<file path="src/rtl/md5_pkg.sv">
// Shared types and constants for the MD5 hash-search scheduler.
package md5_pkg;

    localparam int MD5_BLOCK_W  = 512;
    localparam int MD5_DIGEST_W = 128;
    localparam int MD5_PIPE_LAT = 65;

    typedef enum logic [1:0] {
        ST_IDLE  = 2'd0,
        ST_RUN   = 2'd1,
        ST_DRAIN = 2'd2,
        ST_DONE  = 2'd3
    } sched_state_t;

endpackage

</file>
<file path="src/rtl/md5_inflight.sv">
// In-flight tracker: follows each issued block through the fixed md5core
// latency and counts results as they retire in issue order.
module md5_inflight
    import md5_pkg::*;
#(
    parameter int PIPE_LAT = MD5_PIPE_LAT,
    parameter int IDX_W    = 32
) (
    input  logic             clk,
    input  logic             reset_n,
    input  logic             clear,
    input  logic             issue,
    output logic             res_v,
    output logic [IDX_W-1:0] retired
);

    logic [PIPE_LAT-1:0] valid_sr;

    // Valid bits march alongside the core pipeline; reset discards anything in flight.
    always_ff @(posedge clk or negedge reset_n) begin
        if (!reset_n) begin
            valid_sr <= '0;
        end else begin
            valid_sr <= {valid_sr[PIPE_LAT-2:0], issue};
        end
    end

    assign res_v = valid_sr[PIPE_LAT-1];

    // Retired count doubles as the index of the candidate whose digest is on the bus.
    always_ff @(posedge clk or negedge reset_n) begin
        if (!reset_n) begin
            retired <= '0;
        end else if (clear) begin
            retired <= '0;
        end else if (res_v) begin
            retired <= retired + IDX_W'(1);
        end
    end

endmodule

</file>
<file path="src/rtl/md5_sched.sv">
// Issue scheduler and first-match checker wrapped around a pipelined md5core.
module md5_sched
    import md5_pkg::*;
#(
    parameter int PIPE_LAT = MD5_PIPE_LAT,
    parameter int IDX_W    = 32
) (
    input  logic                    clk,
    input  logic                    reset_n,
    input  logic                    start,
    input  logic [MD5_DIGEST_W-1:0] target_hash,
    input  logic [IDX_W-1:0]        num_cand,
    input  logic                    cand_valid,
    output logic                    cand_ready,
    input  logic [MD5_BLOCK_W-1:0]  cand_mesg,
    output logic                    core_en,
    output logic [MD5_BLOCK_W-1:0]  core_mesg,
    input  logic [31:0]             core_a,
    input  logic [31:0]             core_b,
    input  logic [31:0]             core_c,
    input  logic [31:0]             core_d,
    output logic                    busy,
    output logic                    done,
    output logic                    match,
    output logic [IDX_W-1:0]        match_idx
);

    sched_state_t            state;
    sched_state_t            state_nxt;
    logic [MD5_DIGEST_W-1:0] target_q;
    logic [IDX_W-1:0]        num_q;
    logic [IDX_W-1:0]        issued;
    logic [IDX_W-1:0]        retired;
    logic [IDX_W-1:0]        outstanding;
    logic                    found;
    logic                    res_v;
    logic                    accept;
    logic                    hit;
    logic                    job_start;

    assign job_start   = (state == ST_IDLE) && start;
    assign cand_ready  = (state == ST_RUN) && (issued < num_q) && !found;
    assign accept      = cand_valid && cand_ready;
    assign hit         = res_v && ({core_a, core_b, core_c, core_d} == target_q) && !found;
    assign outstanding = issued - retired;
    assign busy        = (state != ST_IDLE);
    assign done        = (state == ST_DONE);

    md5_inflight #(
        .PIPE_LAT (PIPE_LAT),
        .IDX_W    (IDX_W)
    ) u_inflight (
        .clk     (clk),
        .reset_n (reset_n),
        .clear   (job_start),
        .issue   (core_en),
        .res_v   (res_v),
        .retired (retired)
    );

    // State register.
    always_ff @(posedge clk or negedge reset_n) begin
        if (!reset_n) begin
            state <= ST_IDLE;
        end else begin
            state <= state_nxt;
        end
    end

    // Next state: stop issuing on the last candidate or the first hit, then wait for the pipe to empty.
    always_comb begin
        state_nxt = state;
        case (state)
            ST_IDLE: begin
                if (start) begin
                    state_nxt = (num_cand == '0) ? ST_DONE : ST_RUN;
                end
            end
            ST_RUN: begin
                if (hit || (accept && ((issued + IDX_W'(1)) == num_q))) begin
                    state_nxt = ST_DRAIN;
                end
            end
            ST_DRAIN: begin
                if ((outstanding == '0) && !res_v) begin
                    state_nxt = ST_DONE;
                end
            end
            ST_DONE: begin
                state_nxt = ST_IDLE;
            end
            default: begin
                state_nxt = ST_IDLE;
            end
        endcase
    end

    // Issue register: an accepted block goes to the core on the following cycle.
    always_ff @(posedge clk or negedge reset_n) begin
        if (!reset_n) begin
            core_en   <= 1'b0;
            core_mesg <= '0;
            issued    <= '0;
        end else begin
            core_en <= accept;
            if (job_start) begin
                issued <= '0;
            end else if (accept) begin
                core_mesg <= cand_mesg;
                issued    <= issued + IDX_W'(1);
            end
        end
    end

    // Job parameters and first-match capture; later hits in the same job are ignored.
    always_ff @(posedge clk or negedge reset_n) begin
        if (!reset_n) begin
            target_q  <= '0;
            num_q     <= '0;
            found     <= 1'b0;
            match     <= 1'b0;
            match_idx <= '0;
        end else if (job_start) begin
            target_q  <= target_hash;
            num_q     <= num_cand;
            found     <= 1'b0;
            match     <= 1'b0;
            match_idx <= '0;
        end else if (hit) begin
            found     <= 1'b1;
            match     <= 1'b1;
            match_idx <= retired;
        end
    end

endmodule

</file>
<file path="config.mk">
export PLATFORM = sky130hd
export DESIGN_NAME = md5_sched
export DESIGN_NICKNAME = d
export VERILOG_FILES = /design/src/rtl/md5_pkg.sv /design/src/rtl/md5_inflight.sv /design/src/rtl/md5_sched.sv
export SDC_FILE = /design/constraint.sdc
export NUM_CORES = 2
export LEC_CHECK = 0
export ABC_AREA = 1
export BUFFER_PORTS_ARGS = -buffer_cell sky130_fd_sc_hd__buf_2
export CORE_AREA = 2 2 527 529
export DETAILED_ROUTE_END_ITERATION = 12
export DIE_AREA = 0 0 529 531
export PLACE_DENSITY = 0.31
export SETUP_SLACK_MARGIN = 0.2
export SLEW_MARGIN = 20
export SYNTH_ARGS = -nofsm -noshare
export SYNTH_HDL_FRONTEND = slang
export SYNTH_SLANG_ARGS = --single-unit
</file>
<file path="constraint.sdc">
create_clock -name clk -period 4.4 [get_ports clk]
set_clock_uncertainty 0.05 [all_clocks]
set_input_delay 0.22 -clock clk [delete_from_list [all_inputs] [get_ports clk]]
set_output_delay 0.22 -clock clk [all_outputs]
set_load 0.02 [all_outputs]
</file>
Yosys cells after proc, flatten, opt, wreduce, memory -nomap -nowiden
Cells that the tools add are included.

Bits in registers: 837. Input bits: 804. Output and inout port bits: 549. Word-level logic and storage cells: 56.

Add/sub/neg operators: 3. Magnitude comparators: 1. Eq/ne operators: 8. Mux-type cells: 13. Bitwise logic cells: 1. Reduce and logical (&&, ||, !) cells: 20.

Operator list (count): 2-to-1 mux 32 bit (6); equality test 128 bit (1); adder 32 x 1 -> 32 bit (second input constant) (2); zero test 32 bit (2); equality test 32 bit (1); less-than comparator 32 bit (1); subtractor 32 bit (1); logical AND 1 bit (8); 2-to-1 mux 2 bit (4); one-hot mux 2 bit (4 select lines) (1); nonzero test 2 bit (4); equality test 2 bit (second input constant) (2); inequality test 2 bit (second input constant) (2); AND reduction 3 bit (1); equality test 2 x 1 -> 1 bit (second input constant) (1); zero test 1 bit (2); zero test 2 bit (1); 2-to-1 mux 1 bit (2); inequality test 2 x 1 -> 1 bit (second input constant) (1); AND reduction 2 bit (1); logical OR 1 bit (1); inverter 1 bit (1).

Logic depth before layout (Yosys ltp)
Word-level depth: 8. Gate-level depth with buffers: 22. Depth with buffers taken out: 21.

By module
From an unflattened synthesis, not the netlist that was laid out.

Cells, all modules: 5013. Area total of the unflattened synthesis: 39026.2 um2.

Modules (own cells, without submodules): md5_sched (instances 1, cells each 4683, area each 35494.0 um2, seq. area each 18517.8 um2); md5_inflight (instances 1, cells each 330, area each 3532.1 um2, seq. area each 2427.3 um2).

Least setup slack after synthesis
No wires, ideal clock.

Path kind: register to register. Start point: reg issued[2]. End point: reg state[0]. Library setup time: 0.117 ns. Arrival: 2.167 ns. Data required time: 4.233 ns. Slack: 2.066 ns. Cell stages (with the launch flop): 19. Buffers on the path: 0. Period minus slack after synthesis: 2.334 ns. Cell sequence: dfrtp_1 > ha_1 > or2_2 > nand3_1 > nand2_1 > nand2_1 > nand2_1 > nand2_1 > nand2_1 > nand2_1 > nand2_1 > nor2_1 > nand2_1 > nor2_1 > nand3_1 > nand2_1 > nand3_2 > nand2_1 > nand2_1.

Cells in the longest elaborated chain, start to end: 8. Elaborated cells on any way between the ends: 14. Classes of those cells: add/sub (2); order compare (1); eq/ne (3); reduce/logical (8).

Ends and longest elaborated chain: start, declared (line md5_sched.sv:32) `logic [IDX_W-1:0] issued;`; start signal, assigned (line md5_sched.sv:110) `issued <= issued + IDX_W'(1);`; parallel branches: the longest is 7 deep, another holds adder 32 x 1 -> 32 bit; AND reduction 3 bit (no source line) (*); end signal, assigned (line md5_sched.sv:66) `state <= state_nxt;`; end, declared (line md5_sched.sv:28) `sched_state_t state;`.

Every way passes the cells marked *. A chain may end at the register's enable or synchronous reset.

Worst setup path in the final report
Start point: reg issued[23]. End point: reg core_mesg[244].

Cells in the longest elaborated chain, start to end: 5.

Ends and longest elaborated chain: less-than comparator 32 bit (line md5_sched.sv:42) `assign cand_ready = (state == ST_RUN) && (issued < num_q) && !found;`; logical AND 1 bit (2 in a row) (line md5_sched.sv:42); logical AND 1 bit (line md5_sched.sv:43) `assign accept = cand_valid && cand_ready;`; named net accept (line md5_sched.sv:37) `logic accept;`; AND reduction 2 bit (no source line); end signal, assigned (line md5_sched.sv:109) `core_mesg <= cand_mesg;`; end, declared (line md5_sched.sv:17) `output logic [MD5_BLOCK_W-1:0] core_mesg,`.

The timed path passes the listed nets, and every way through them passes these cells.

==> results.json <==
{
  "status": "completed",
  "synth_top_cell_by_area": "dfrtp_1",
  "vias": 41200,
  "die_y_um": 531,
  "grt.overflow.total": 0,
  "relSlewSlack": 0.187,
  "syn_area_per_cell_um2": 7.89,
  "crit_chain": "ha_1, nand2_1, nor2_1, nor2_1, nand3_1, a21oi_1, nand4_1, nor2_2, nand2_8, inv_8, buf_12, buf_12, nand2_1, nand2_1",
  "nFillCells": 31000,
  "synth_flop_cell": "dfrtp_1",
  "ys_seq_area_frac": 0.540,
  "ios": 1353,
  "max_stage_delay_ns": 0.53,
  "cp.required_ns": 5.05,
  "grt_pass1_wl_um": 352000,
  "rr_startpoint": "issued[23]",
  "crit_top_cell": "nand2_1",
  "clock_path_buffers": 3,
  "powerDensity_nw_per_um2": 646,
  "start_util": 0.141,
  "gp_congestion": 0.922,
  "path_buf_inv": 3,
  "grt_pass1_vias": 42400,
  "grtUsageTotal": 0.179,
  "finalCriticalPeriod_ns": 3.59,
  "slew_violations": 0,
  "rrSetupSlack_ns": 0.81,
  "postCtsHoldBufs": 713,
  "post_cts_buffers": 0,
  "die_x_um": 529,
  "clk_latency_ns": 0.79,
  "async_flop_share": 1.00,
  "tightestPinTransition_ns": 1.19,
  "yosys-top-cells-area": "dfrtp_1 54%, nand2_1 24%, inv_1 3.8%",
  "netlist_area_um2": 38800,
  "cts.sinks": 837,
  "place_hpwl_um": 214000,
  "rsz0062_at_grt": "no",
  "setup_viol": 0,
  "hold_path_depth": 4,
  "slowest_stage": "dfrtp_1",
  "final_core_util": 0.223,
  "dr.pass1.iters": 7,
  "syn_nets": 5784,
  "core_area_um2": 275000,
  "clk_transition_reported_paths_ns": 0.06,
  "worstRegToRegCells": 14,
  "htreeDepth": 3,
  "synth_cell_types": 47,
  "setup-tns-final_ns": 0,
  "synth_top_area_share": 0.540,
  "fmax_mhz": 279,
  "critPathLaunch": "issued[23]",
  "critPathKind": "reg -> reg",
  "hp-class": "in -> reg",
  "netlist_instances": 4910,
  "drive_above_1_share": 0.242,
  "die-area_um2": 281000,
  "hold_viol": 0,
  "min_period_over_period": 0.815,
  "ant_nets": 0,
  "grt_antenna_before_repair": 100,
  "post-route-drc-count": 0,
  "layout.nets": 7861,
  "worstReg2RegEnd": "core_mesg[244]",
  "cp_max_fo": 51,
  "dr.first_iter.drc_count": 2636,
  "grt_max_degree": 158,
  "end_kind": "register",
  "synth_warnings": 0,
  "rows": 193,
  "totalWireLength_um": 261000,
  "min_to": "core_mesg[12]",
  "path_delay_family": "simple AND/OR/NAND/NOR gates",
  "arrival_ns": 4.23,
  "io_buffers": 1352,
  "cap_viol_max_count": 0,
  "cts-resized-gates": 0,
  "total_power_mw": 39.6,
  "hp-start": "cand_mesg[12]",
  "irDropWorstVdd_v": 0.000410,
  "avgViaCountPerCell": 3.84,
  "syn_to_final_growth_pct": 58.3,
  "clockRootBuffer": "clkbuf_16",
  "cts_tree": "yes",
  "cts_made_buffers": 114,
  "ys_seq_elements": 837,
  "startpoint_type": "register",
  "wl_per_cell_um": 24.3,
  "synth-edff-count": 0,
  "power.leakage_nw": 32.2
}
[layout by cell type, fill, tap and decap left out, drive strengths merged, types with 3 or more instances in the layout]
master          n
nand2        2487
buf          1419
dfrtp         837
dlygate4sd3   713
inv           404
nor2          232
nand3         191
clkbuf        156
o21ai         153
ha             70
nand4          69
a21oi          55
nor3           43
diode          40
or2            39
clkinv         39
xnor2          38
xor2           31
o22ai          29
nor4           22
nand3b         12
bufinv         11
o21a            6
a211oi          6
nor3b           4
clkinvlp        3
[cell families after synthesis]
| family | Yosys count | share of synthesized area |
|---|---|---|
| adders and majority gates | 70 | 0.0226 |
| AOI/OAI and AO/OA | 262 | 0.0370 |
| DFF | 837 | 0.540 |
| xor gates and xnor gates | 69 | 0.0156 |
| buffers and inverters | 571 | 0.0611 |
| and+or+nand+nor | 3101 | 0.323 |
[metrics by stage]
| step | cell area (um2) | hold WS (ns) | instances | setup slack, ns |
|---|---|---|---|---|
| floorplan | 38800 | -0.126 | 4910 | 2.07 |
| global route | 61300 | 0.0574 | 10700 | 0.583 |
| detailed placement | 50000 | 0.218 | 9764 | 0.765 |
| CTS | 61200 | 0.0113 | 10700 | 0.708 |
| finish | 61300 | 0.108 | 10700 | 0.814 |
| global placement | 50000 | 0.211 | 9764 | 0.786 |
[power breakdown]
group	total (mW)	internal (mW)	leakage, nW	switching [mW]
clock network	10.1	5.88	1.98	4.24
registers	12.9	10.7	10.7	2.14
logic	16.6	4.93	19.6	11.7
total	39.6	21.6	32.2	18.1
[synthesized netlist by cell type, types with 2 or more instances]
cell,count
nand4_1,67
o21bai_1,2
o2111ai_1,2
o21ai_0,145
buf_6,13
nand2_1,2476
xnor2_1,38
nor3b_1,4
o211ai_1,2
a211oi_1,5
nand2_2,11
nor2_1,211
nor3_1,38
a21oi_1,55
or2_2,38
buf_2,35
inv_2,6
o21ai_1,8
nand3_1,183
inv_1,394
buf_1,7
xor2_1,31
clkbuf_1,94
buf_4,22
ha_1,70
o21a_1,6
a2111oi_0,2
nor4_1,22
nor2_2,15
nand3_2,7
nand3b_1,12
nand4_2,2
dfrtp_1,837
nor2_4,6
o22ai_1,29
nor3_2,4
[worst max-delay path by stage]
stage	to	cells past startpoint
floorplan	state[0]	18
detailed placement	core_mesg[421]	13
global placement	core_mesg[460]	13
CTS	core_mesg[414]	13
finish	core_mesg[244]	14
global route	core_mesg[337]	13
[layout make-up]
cell class                      count  area, um2  share of cell area
Inverter                          400       1520              0.0247
Antenna cell                       40        100             0.00163
Sequential cell                   837      20900               0.341
Tap cell                         3607       4510              0.0736
Clock buffer                      156       3270              0.0533
Multi-Input combinational cell   3502      15500               0.252
Timing Repair Buffer             2132      14800               0.241
Clock inverter                     57        752              0.0123
[worst min-delay path, delay by kind of cell]
family	cells	cell delay, ns
simple gates	2	0.08
buf+inv	2	0.61
[registers in the layout, summed over array words and instances (netlist names)]
register,count
core_mesg,512
state,2
match_idx,32
issued,32
u_inflight.retired,32
u_inflight.valid_sr,65
found,1
num_q,32
core_en,1
target_q,128
[metal layers]
metal  GRT usage  wire length [um]  vias up
met5           0               264        -
met4      0.0387              5960       44
met3      0.0499             18600      320
met2       0.295            122000     1328
met1       0.231            114000    20000
li1            -                 -    19500
(Power assumes the default switching activity.)
